$ cat config.mk
export PLATFORM = sky130hd
export DESIGN_NAME = signed_accum_stage
export DESIGN_NICKNAME = d
export VERILOG_FILES = /design/src/rtl/signed_accum_pkg.sv /design/src/rtl/sat_add.sv /design/src/rtl/signed_accum_stage.sv
export SDC_FILE = /design/constraint.sdc
export NUM_CORES = 1
export LEC_CHECK = 0
export BUFFER_PORTS_ARGS = -buffer_cell sky130_fd_sc_hd__buf_4
export CAP_MARGIN = 20
export CORE_MARGIN = 8
export CORE_UTILIZATION = 25
export CTS_BUF_LIST = sky130_fd_sc_hd__clkbuf_16
export CTS_CLUSTER_DIAMETER = 30
export DETAILED_ROUTE_END_ITERATION = 7
export HOLD_SLACK_MARGIN = 0.03
export PLACE_DENSITY = 0.44
export RECOVER_POWER = 25
export SYNTH_ARGS = -nofsm -noshare
export SYNTH_HDL_FRONTEND = slang
export SYNTH_SLANG_ARGS = --single-unit
$ cat constraint.sdc
create_clock -name clk -period 4.75 [get_ports clk]
set_clock_uncertainty 0.15 [all_clocks]
set_input_delay 0.95 -clock clk [delete_from_list [all_inputs] [get_ports clk]]
set_output_delay 0.95 -clock clk [all_outputs]
set_load 0.03 [all_outputs]
$ cat src/rtl/signed_accum_pkg.sv
// Shared types and default sizing for the signed accumulate stage.
// The optional SIGNED_ACCUM_SAT_EN macro is consumed by sat_add.
package signed_accum_pkg;

    typedef enum logic {
        ACCUM = 1'b0,
        HOLD  = 1'b1
    } state_t;

    localparam int DEF_DW    = 4;
    localparam int DEF_AW    = 8;
    localparam int DEF_COUNT = 4;

endpackage

$ cat src/rtl/sat_add.sv
// AW-bit signed adder with two's-complement overflow flag.
// With SIGNED_ACCUM_SAT_EN defined, an overflowing result is clamped to the signed limits.
module sat_add
    import signed_accum_pkg::*;
#(
    parameter int AW = DEF_AW
) (
    input  logic signed [AW-1:0] a,
    input  logic signed [AW-1:0] b,
    output logic signed [AW-1:0] sum,
    output logic                 ovf
);

`ifdef SIGNED_ACCUM_SAT_EN
    // Overflow direction follows the shared operand sign.
    function automatic logic signed [AW-1:0] sat_limit(input logic neg);
        sat_limit = neg ? {1'b1, {(AW-1){1'b0}}} : {1'b0, {(AW-1){1'b1}}};
    endfunction
`endif

    logic signed [AW-1:0] raw;

    always_comb begin
        raw = a + b;
        ovf = (a[AW-1] == b[AW-1]) && (raw[AW-1] != a[AW-1]);
`ifdef SIGNED_ACCUM_SAT_EN
        sum = ovf ? sat_limit(a[AW-1]) : raw;
`else
        sum = raw;
`endif
    end

endmodule

$ cat src/rtl/signed_accum_stage.sv
// Sums COUNT signed samples and presents the total with a sticky overflow flag.
// Define SIGNED_ACCUM_SAT_EN to saturate the accumulator instead of wrapping.
module signed_accum_stage
    import signed_accum_pkg::*;
#(
    parameter int DW    = DEF_DW,
    parameter int AW    = DEF_AW,
    parameter int COUNT = DEF_COUNT
) (
    input  logic                 clk,
    input  logic                 rst_n,
    input  logic                 in_valid,
    output logic                 in_ready,
    input  logic signed [DW-1:0] in_data,
    output logic                 out_valid,
    input  logic                 out_ready,
    output logic signed [AW-1:0] out_sum,
    output logic                 out_ovf
);

    localparam int CW = $clog2(COUNT);

    state_t               state_p0, state_nx;
    logic signed [AW-1:0] acc_p0, sum_p1, add_sum, ext_p0;
    logic [CW-1:0]        cnt_p0;
    logic                 ovf_p0, ovf_p1, add_ovf;
    logic                 accept, last, handshake;

    assign ext_p0    = {{(AW-DW){in_data[DW-1]}}, in_data};
    assign accept    = in_valid && in_ready;
    assign last      = (cnt_p0 == CW'(COUNT-1));
    assign handshake = out_valid && out_ready;

    sat_add #(.AW(AW)) u_add (
        .a   (acc_p0),
        .b   (ext_p0),
        .sum (add_sum),
        .ovf (add_ovf)
    );

    always_comb begin
        state_nx  = state_p0;
        in_ready  = 1'b0;
        out_valid = 1'b0;
        case (state_p0)
            ACCUM: begin
                in_ready = 1'b1;
                if (accept && last) state_nx = HOLD;
            end
            HOLD: begin
                out_valid = 1'b1;
                if (out_ready) state_nx = ACCUM;
            end
            default: state_nx = ACCUM;
        endcase
    end

    // Stage p0 accumulates; stage p1 holds the finished group until handshake.
    always_ff @(posedge clk or negedge rst_n) begin
        if (!rst_n) begin
            state_p0 <= ACCUM;
            acc_p0   <= '0;
            cnt_p0   <= '0;
            ovf_p0   <= 1'b0;
            sum_p1   <= '0;
            ovf_p1   <= 1'b0;
        end else begin
            state_p0 <= state_nx;
            if (accept) begin
                if (last) begin
                    acc_p0 <= '0;
                    cnt_p0 <= '0;
                    ovf_p0 <= 1'b0;
                    sum_p1 <= add_sum;
                    ovf_p1 <= ovf_p0 | add_ovf;
                end else begin
                    acc_p0 <= add_sum;
                    cnt_p0 <= cnt_p0 + 1'b1;
                    ovf_p0 <= ovf_p0 | add_ovf;
                end
            end
            if (handshake) begin
                sum_p1 <= '0;
                ovf_p1 <= 1'b0;
            end
        end
    end

    assign out_sum = sum_p1;
    assign out_ovf = ovf_p1;

endmodule

==> results of run 1 <==
-- worst register-to-register path: stages, from the launching register on --
cell and delay (ns):
dfrtp_1 0.37, ha_1 0.39, nand3_1 0.61, or4_2 0.82, nand3_1 0.11
-- cell families after synthesis --
kind of cell	synth area share [%]
adder cells (fa/ha/maj)	9.412
XOR/XNOR	2.746
AO/OA/AOI/OAI	22.94
multiplexers	2.451
flip-flops	41.18
buffers and inverters	2.647
AND/OR/NAND/NOR	18.63
-- power groups by stage --
stage / combinational, W / sequential (W) / clock, W
3_3_place_gp: 0.000584 / 0.000315 / 0
2_1_floorplan: 0.000379 / 0.000362 / 0
5_1_grt: 0.000649 / 0.000327 / 0.000196
4_1_cts: 0.000591 / 0.000316 / 0.000195
3_5_place_dp: 0.000587 / 0.000319 / 0
6_report: 0.000582 / 0.000316 / 0.000185
-- worst max-delay path by stage --
| stage | start | end |
|---|---|---|
| 3_3_place_gp | in_data[3] | acc_p0[7] |
| 2_1_floorplan | in_data[3] | acc_p0[7] |
| 6_report | in_data[3] | acc_p0[7] |
| 3_5_place_dp | in_data[3] | acc_p0[7] |
| 5_1_grt | in_data[3] | acc_p0[7] |
| 4_1_cts | in_data[3] | acc_p0[7] |
-- cell type report --
cell class / count / area share, %
Sequential cell: 21 / 33.55
Tap cell: 70 / 5.591
Multi-Input combinational cell: 95 / 45.77
Inverter: 6 / 1.438
Clock buffer: 3 / 4.792
Clock inverter: 1 / 0.4792
Timing Repair Buffer: 18 / 8.387
-- per-layer routing --
layer	GRT usage, %	vias up	share of wire (%)
met2	14.19	18	47
met1	12.11	499	48
li1	-	513	-
met3	1.604	6	3.1
met4	4.844	0	2.3
met5	0	-	0
-- registers in the layout (all words and copies together), names as in the netlist --
name,flops
out_sum,8
out_ovf,1
acc_p0,8
cnt_p0,2
state_p0,1
ovf_p0,1
-- stage by stage --
step	total power (W)	util [%]
detailed placement	0.0009066	29.70
finish	0.001083	31.27
global route	0.001172	31.27
floorplan	0.0007409	-
CTS	0.001102	31.34
global placement	0.0008995	29.70
-- placed cells by master, fill, tap and decap left out, types with 2 or more instances in the layout --
cell type / n
a22o_1: 4
nand2_1: 12
nand3_1: 11
nor3_1: 4
clkbuf_16: 3
a2111oi_2: 2
nor3b_1: 2
a21oi_1: 5
dfrtp_1: 21
a21o_1: 6
xnor2_1: 3
inv_1: 5
and3_1: 3
mux2i_1: 2
nor2_1: 2
buf_4: 17
o21ai_0: 8
ha_1: 8
==> run_results.csv, run 1 <==
group,metric,value,unit
placed_design,pre_cts_ws,1.749,ns
finish,drive_gt1_share,21.53,%
timing,worst_hold_slack,0.3425,ns
die,placementRows,26,
global_routing,grt_pass1_vias,1076,
synth,synthArstFlopShare,100.0,%
critical_path,crit_path_max_fanout,10,
critical_path,crit_type,"primary input to flop",
placed_design,dpl-instance-area,1488,sq um
global_routing,grt_max_degree,22,
synth,seq_area_frac_synth,41.18,%
finish,insertedDiodeCount,0,
critical_path,critPathMaxStageDelay,0.36,ns
critical_path,cp.depth,7,
placed_design,place_hpwl,2346,um
synth,syn-instance-count,125,
synth,syn_area,1276,sq um
timing,fin_ws,2.018,ns
clock_network,clock_path_buffers,2,
synth,synth-edff-count,0,
power,p_sw_share,43.64,%
power,pwr_density_cell,691.4,nW/um^2
clock_network,ctsHoldBuffers,0,
placed_design,port_buffers,18,
die,core-area,5010,sq um
critical_path,path_buf_inv,1,
synth,ys_ff_latch,21,
clock_network,cts_setup_buffers,0,
timing,post-route-period-util,57.52,%
timing,rsz0062_at_grt,"no",
timing,slew_viol_final,0,
power,p_leak,0.7382,nW
finish,fill_cells,552,
power,combPwrFrac,53.8,%
hold_path,worstHoldStart,"acc_p0[0]",
critical_path,cp_top_family,"compound AO/OA/AOI/OAI gates",
die,die_x,87.45,um
critical_path,crit_required,4.74,ns
critical_path,start_kind,"primary input",
clock_network,htreeDepth,1,
flow_run,cap_violations,0,
synth,synth_most_common_cell,"dfrtp_1",
critical_path,r2r_start,"cnt_p0[0]",
route,vias,1036,
die,die_y,87.45,um
synth,synthFlopType,"dfrtp_1",
synth,synth.avg_cell_area,10.21,sq um
synth,yosys_warnings,0,
power,seqPwrFrac,29.2,%
timing,slew_headroom,18.48,%
critical_path,r2r_cells,4,
critical_path,r2r_slack,2.23,ns
finish,syn2layout_area_growth,22.74,%
hold_path,hold_path_end,"acc_p0[0]",
critical_path,rr_endpoint,"out_sum[6]",
clock_network,cts.repair.resized,0,
timing,tns,0,ns
power,p_clk_share,17.0,%
finish,regArea,525.5,sq um
route,antenna_left,0,
power,max-vdd-ir-drop,0.2148,mV
timing,fmax,366.0,MHz
route,first_iter_violations,30,
global_routing,grt.overflow.total,0,
timing,hold_viol,0,
timing,setup_viol,0,
timing,worst_pin_slew,1.223,ns
die,dieArea,7648,sq um
global_routing,antenna_found_initial,0,
finish,layout.cells.non_filler,214,
synth,netlist_top_cells_area,"dfrtp_1, ha_1, nand3_1, a21o_1, nand2_1",
run_status,status,"complete, no violations",
die,initial_core_util,25.47,%
finish,finish.instance_area,1567,sq um
global_routing,grt_pass1_wl,5513,um
synth,yosysTopAreaCell,"dfrtp_1",
route,drt-wirelength-per-cell,14.93,um
clock_network,insertion_delay,0.26,ns
hold_path,min_path_type,"flop to flop",
route,drc,0,
power,power.internal,0.0006104,W
power,switchingPower,0.0004727,W
route,viasPerCell,4.841,
clock_network,numCtsBuffers,3,
finish,nets,162,
placed_design,placedCellCount,210,
clock_network,cts.root.buffer_cell,"clkbuf_16",
global_routing,track_usage,9.287,%
synth,synth_nets,142,
finish,multi_input_area,716.9,sq um
clock_network,path_clk_slew,0.06,ns
placed_design,globalplace.congestion,0.7641,
clock_network,cts_tree,"done",
synth,synth.distinct_cells,41,
clock_network,clock_sinks,21,
critical_path,endpoint_kind,"flop",
critical_path,crit_arrival,2.73,ns
timing,fin_crit,2.732,ns
route,wl,3194,um
synth,synth_top_area_share,41.18,%
synth,synthTopCellsByCount,"dfrtp_1, nand2_1, nand3_1",
die,io_pins,19,
route,dr.pass1.iters,4,
hold_path,holdPathStages,2,
critical_path,cp_slowest_cell,"a2111oi_2",
critical_path,crit_path_cell_trace,"buf_4, ha_1, a21o_1, a2111oi_2, mux2i_1, and4_1, a211o_1",
Note: power is estimated with default switching activity, not from simulation.
==> inputs of run 2 (changes only) <==
- PLACE_DENSITY: 0.44 -> 0.46
- clock period: 4.75 -> 2.2 ns (I/O delays scaled with it)
==> run_results.csv, run 2 (synthesis gave the netlist of run 1 again) <==
group,metric,value,unit
critical_path,crit_required,2.19,ns
timing,setup_viol,0,
critical_path,crit_type,"flop to flop",
timing,post-route-period-util,96.84,%
finish,nets,183,
flow_run,cap_violations,0,
die,dieArea,7648,sq um
die,initial_core_util,25.47,%
die,io_pins,19,
clock_network,path_clk_slew,0.06,ns
route,dr.pass1.iters,4,
route,first_iter_violations,34,
route,viasPerCell,4.796,
critical_path,crit_path_max_fanout,4,
clock_network,clock_path_buffers,2,
timing,worst_pin_slew,1.186,ns
power,p_leak,0.8484,nW
finish,syn2layout_area_growth,38.53,%
global_routing,grt_pass1_wl,5678,um
finish,fin_util,35.29,%
clock_network,cts_tree,"done",
critical_path,crit_arrival,2.12,ns
route,vias,1127,
placed_design,globalplace.congestion,0.8267,
global_routing,grt_max_degree,22,
clock_network,clock_sinks,21,
die,core-area,5010,sq um
die,placementRows,26,
timing,fmax,469.4,MHz
route,drc,0,
finish,final_common_cell,"buf_4",
finish,insertedDiodeCount,0,
critical_path,endpoint_kind,"flop",
global_routing,grt_pass1_vias,1176,
die,die_y,87.45,um
run_status,status,"complete, no violations",
clock_network,insertion_delay,0.26,ns
timing,fin_crit,2.131,ns
hold_path,min_path_type,"primary input to flop",
clock_network,htreeDepth,1,
clock_network,numCtsBuffers,3,
finish,layout.cells.non_filler,235,
placed_design,place_hpwl,2658,um
route,antenna_left,0,
global_routing,grt.overflow.total,0,
global_routing,antenna_found_initial,0,
route,wl,3421,um
route,drt-wirelength-per-cell,14.56,um
finish,drive_gt1_share,32.73,%
timing,rsz0062_at_grt,"yes",
placed_design,port_buffers,18,
power,pwr_density_cell,1458,nW/um^2
clock_network,cts.root.buffer_cell,"clkbuf_16",
die,die_x,87.45,um
power,max-vdd-ir-drop,0.5101,mV
power,p_total,0.002578,W
timing,slew_headroom,20.95,%
critical_path,start_kind,"flop",
timing,hold_viol,0,
timing,slew_viol_final,0,
global_routing,track_usage,9.631,%
placed_design,placedCellCount,231,
critical_path,r2r_slack,0.07,ns
finish,final_cell_mix,"buf_4, dfrtp_1, nand2_1",
[run 2: worst paths after layout]
check / startpoint / cells after the start / end
hold reg to reg: acc_p0[0] / 2 / acc_p0[0]
hold / removal: out_ready / 2 / out_sum[1]
setup reg to reg: acc_p0[1] / 6 / acc_p0[7]
setup / recovery: acc_p0[1] / 6 / acc_p0[7]
min in group asynchronous: rst_n / 2 / out_sum[7]
max in group asynchronous: rst_n / 2 / acc_p0[1]
[run 2: per-stage QoR]
step	hold WS [ns]	setup TNS (ns)	cell area [sq um]	setup slack, ns
floorplan	-0.005591	0	1289	0.08435
global placement	0.1943	-0.3966	1658	-0.1145
detailed placement	0.1974	-0.4460	1658	-0.1445
CTS	0.2136	0	1747	0.02489
global route	0.2203	-0.05026	1768	-0.04729
finish	0.2159	0	1768	0.06943
[run 2: timing repair]
action                                  4_1_cts  5_1_grt
endpoints found under the hold margin        21        0
buffers inserted                              0        0
endpoints found under the setup margin        0        2
gates resized for setup                       0        4
hold buffers                                  1        0
[run 2: worst max-delay path, stage by stage, from the launching register on]
cell and delay, ns:
dfrtp_1 0.41, ha_4 0.28, a211oi_2 0.09, nor4_4 0.35
mux2i_2 0.35, a2111oi_2 0.11, a211o_1 0.28
[run 2: per-layer routing]
metal	track usage, %	wire, um	vias up
met5	0	0	-
met4	5.313	89	0
met3	2.075	124	7
met2	16.25	1668	31
met1	10.98	1540	538
li1	-	-	551
[run 2: report_power, final]
group	switching (W)	leakage [nW]	internal, W
clock network	0.000142	0.0423	0.000242
registers	0.000123	0.266	0.000559
logic	0.000815	0.541	0.000695
[run 2: area by class of cell]
| class | instances | area [sq um] |
|---|---|---|
| Sequential cell | 21 | 525.5 |
| Clock buffer | 3 | 75.07 |
| Inverter | 6 | 22.52 |
| Multi-Input combinational cell | 95 | 762.0 |
| Timing Repair Buffer | 39 | 291.5 |
| Clock inverter | 1 | 3.754 |
| Fill cell | 515 | 3242 |
| Tap cell | 70 | 87.58 |
==> inputs of run 3 (changes only) <==
- ABC_CLOCK_PERIOD_IN_PS: unset -> 2200
- CORE_UTILIZATION: 25 -> 50
- PLACE_DENSITY: 0.46 -> 0.77
==> run_results.csv, run 3 (synthesis gave the netlist of run 1 again) <==
group,metric,value,unit
run_status,status,"complete, no violations",
timing,worst_pin_slew,1.160,ns
power,max-vdd-ir-drop,0.9215,mV
clock_network,path_clk_slew,0.06,ns
global_routing,grt_max_degree,22,
clock_network,cts.root.buffer_cell,"clkbuf_16",
route,first_iter_violations,52,
global_routing,grt_pass1_vias,1138,
die,initial_core_util,51.99,%
die,core-area,2455,sq um
hold_path,min_path_type,"primary input to flop",
critical_path,endpoint_kind,"flop",
route,dr.pass1.iters,6,
finish,syn2layout_area_growth,32.74,%
critical_path,crit_type,"flop to flop",
die,die_y,66.52,um
route,vias,1169,
critical_path,crit_arrival,2.17,ns
timing,fin_crit,2.135,ns
die,die_x,66.52,um
power,pwr_density_cell,1514,nW/um^2
clock_network,htreeDepth,1,
timing,rsz0062_at_grt,"yes",
global_routing,antenna_found_initial,0,
route,drc,0,
clock_network,numCtsBuffers,3,
timing,post-route-period-util,97.06,%
critical_path,crit_required,2.23,ns
finish,regArea,525.5,sq um
route,wl,3328,um
finish,fin_util,69.01,%
finish,final_common_cell,"buf_4",
clock_network,clock_path_buffers,2,
finish,final_cell_mix,"buf_4, dfrtp_1, nand2_1",
timing,tns,0,ns
die,placementRows,18,
route,viasPerCell,6.026,
placed_design,globalplace.congestion,0.8800,
global_routing,grt.overflow.total,0,
global_routing,grt_pass1_wl,5437,um
critical_path,start_kind,"flop",
finish,multi_input_area,745.7,sq um
finish,insertedDiodeCount,0,
hold_path,holdPathStages,2,
timing,slew_headroom,22.69,%
timing,fmax,468.3,MHz
clock_network,insertion_delay,0.25,ns
critical_path,crit_path_max_fanout,3,
timing,slew_viol_final,0,
finish,fill_cells,176,
timing,hold_viol,0,
die,io_pins,19,
route,drt-wirelength-per-cell,17.15,um
timing,setup_viol,0,
finish,drive_gt1_share,31.10,%
die,dieArea,4425,sq um
global_routing,track_usage,15.57,%
clock_network,clock_sinks,21,
critical_path,crit_path_cell_trace,"ha_4, a21o_1, a2111oi_4, mux2i_2, buf_4, a211o_2, nand3_1",
power,p_leak,0.8425,nW
clock_network,cts_tree,"done",
flow_run,cap_violations,0,
route,antenna_left,0,
finish,finish.instance_area,1694,sq um
placed_design,place_hpwl,2450,um
critical_path,r2r_cells,7,
critical_path,critPathMaxStageDelay,0.42,ns
critical_path,cp_slowest_cell,"dfrtp_1",
placed_design,port_buffers,18,
critical_path,r2r_slack,0.06,ns
placed_design,dpl-instance-area,1585,sq um
finish,nets,182,
==> run 3: cell types whose count changed in the layout (fill, tap and decap cells not counted) <==
cell,change
a21oi_2,-1
buf_4,-1
ha_4,-1
ha_1,+1
a21oi_1,+1
==> run 3: path summary, 6_finish.rpt <==
| path | startpoint | to |
|---|---|---|
| worst max-delay path | acc_p0[4] | out_sum[7] |
| worst min-delay path | out_ready | out_sum[1] |
| worst max register to register | acc_p0[4] | out_sum[7] |
| worst min register to register | acc_p0[0] | acc_p0[0] |
| max in group asynchronous | rst_n | out_sum[5] |
| min in group asynchronous | rst_n | out_sum[3] |
==> run 3: layer usage <==
metal | track usage, % | share of wire (%) | vias up
li1 | - | - | 548
met1 | 19.76 | 42 | 575
met3 | 3.691 | 5.6 | 4
met2 | 25.69 | 51 | 42
met4 | 4.267 | 1.0 | 0
met5 | 0 | 0 | -
==> run 3: final cells by class <==
type,count,share of cell area [%]
Sequential cell,21,31.02
Multi-Input combinational cell,95,44.02
Clock buffer,3,4.431
Timing Repair Buffer,38,16.77
Tap cell,30,2.216
Inverter,6,1.329
Clock inverter,1,0.2216
==> run 3: stage by stage <==
stage                     std cells  hold slack (ns)  worst slack (ns)  total power [W]
after floorplan                 125        -0.005591           0.08435         0.001613
after global placement          188           0.1903          -0.07698         0.002071
after detailed placement        188           0.1913           -0.1119         0.002129
final                           194           0.2251           0.06471         0.002564
after global routing            194           0.2317          -0.02253         0.002729
after CTS                       193           0.2222           0.03895         0.002521
==> run 3: power by group <==
group	switching, W	leakage, nW	internal (W)	total [W]
clock network	0.000140	0.0423	0.000242	0.000382
logic	0.000828	0.535	0.000674	0.00150
registers	0.000121	0.266	0.000559	0.000681
total	0.00109	0.842	0.00147	0.00256
==> run 3: worst max-delay path, delay by kind of cell, from the launching register on <==
kind                     cells  cell delay, ns
AO/OA/AOI/OAI                3            0.85
adder cells (fa/ha/maj)      1            0.23
buffers and inverters        1            0.17
flip-flops                   1            0.42
multiplexers                 1            0.16
AND/OR/NAND/NOR              1            0.09
==> run 3: timing repair <==
item / CTS / global route
setup endpoints to repair: 0 / 2
gates resized for setup: 0 / 2
hold buffers: 1 / 0
hold endpoints to repair: 21 / 0
setup buffers: 0 / 1
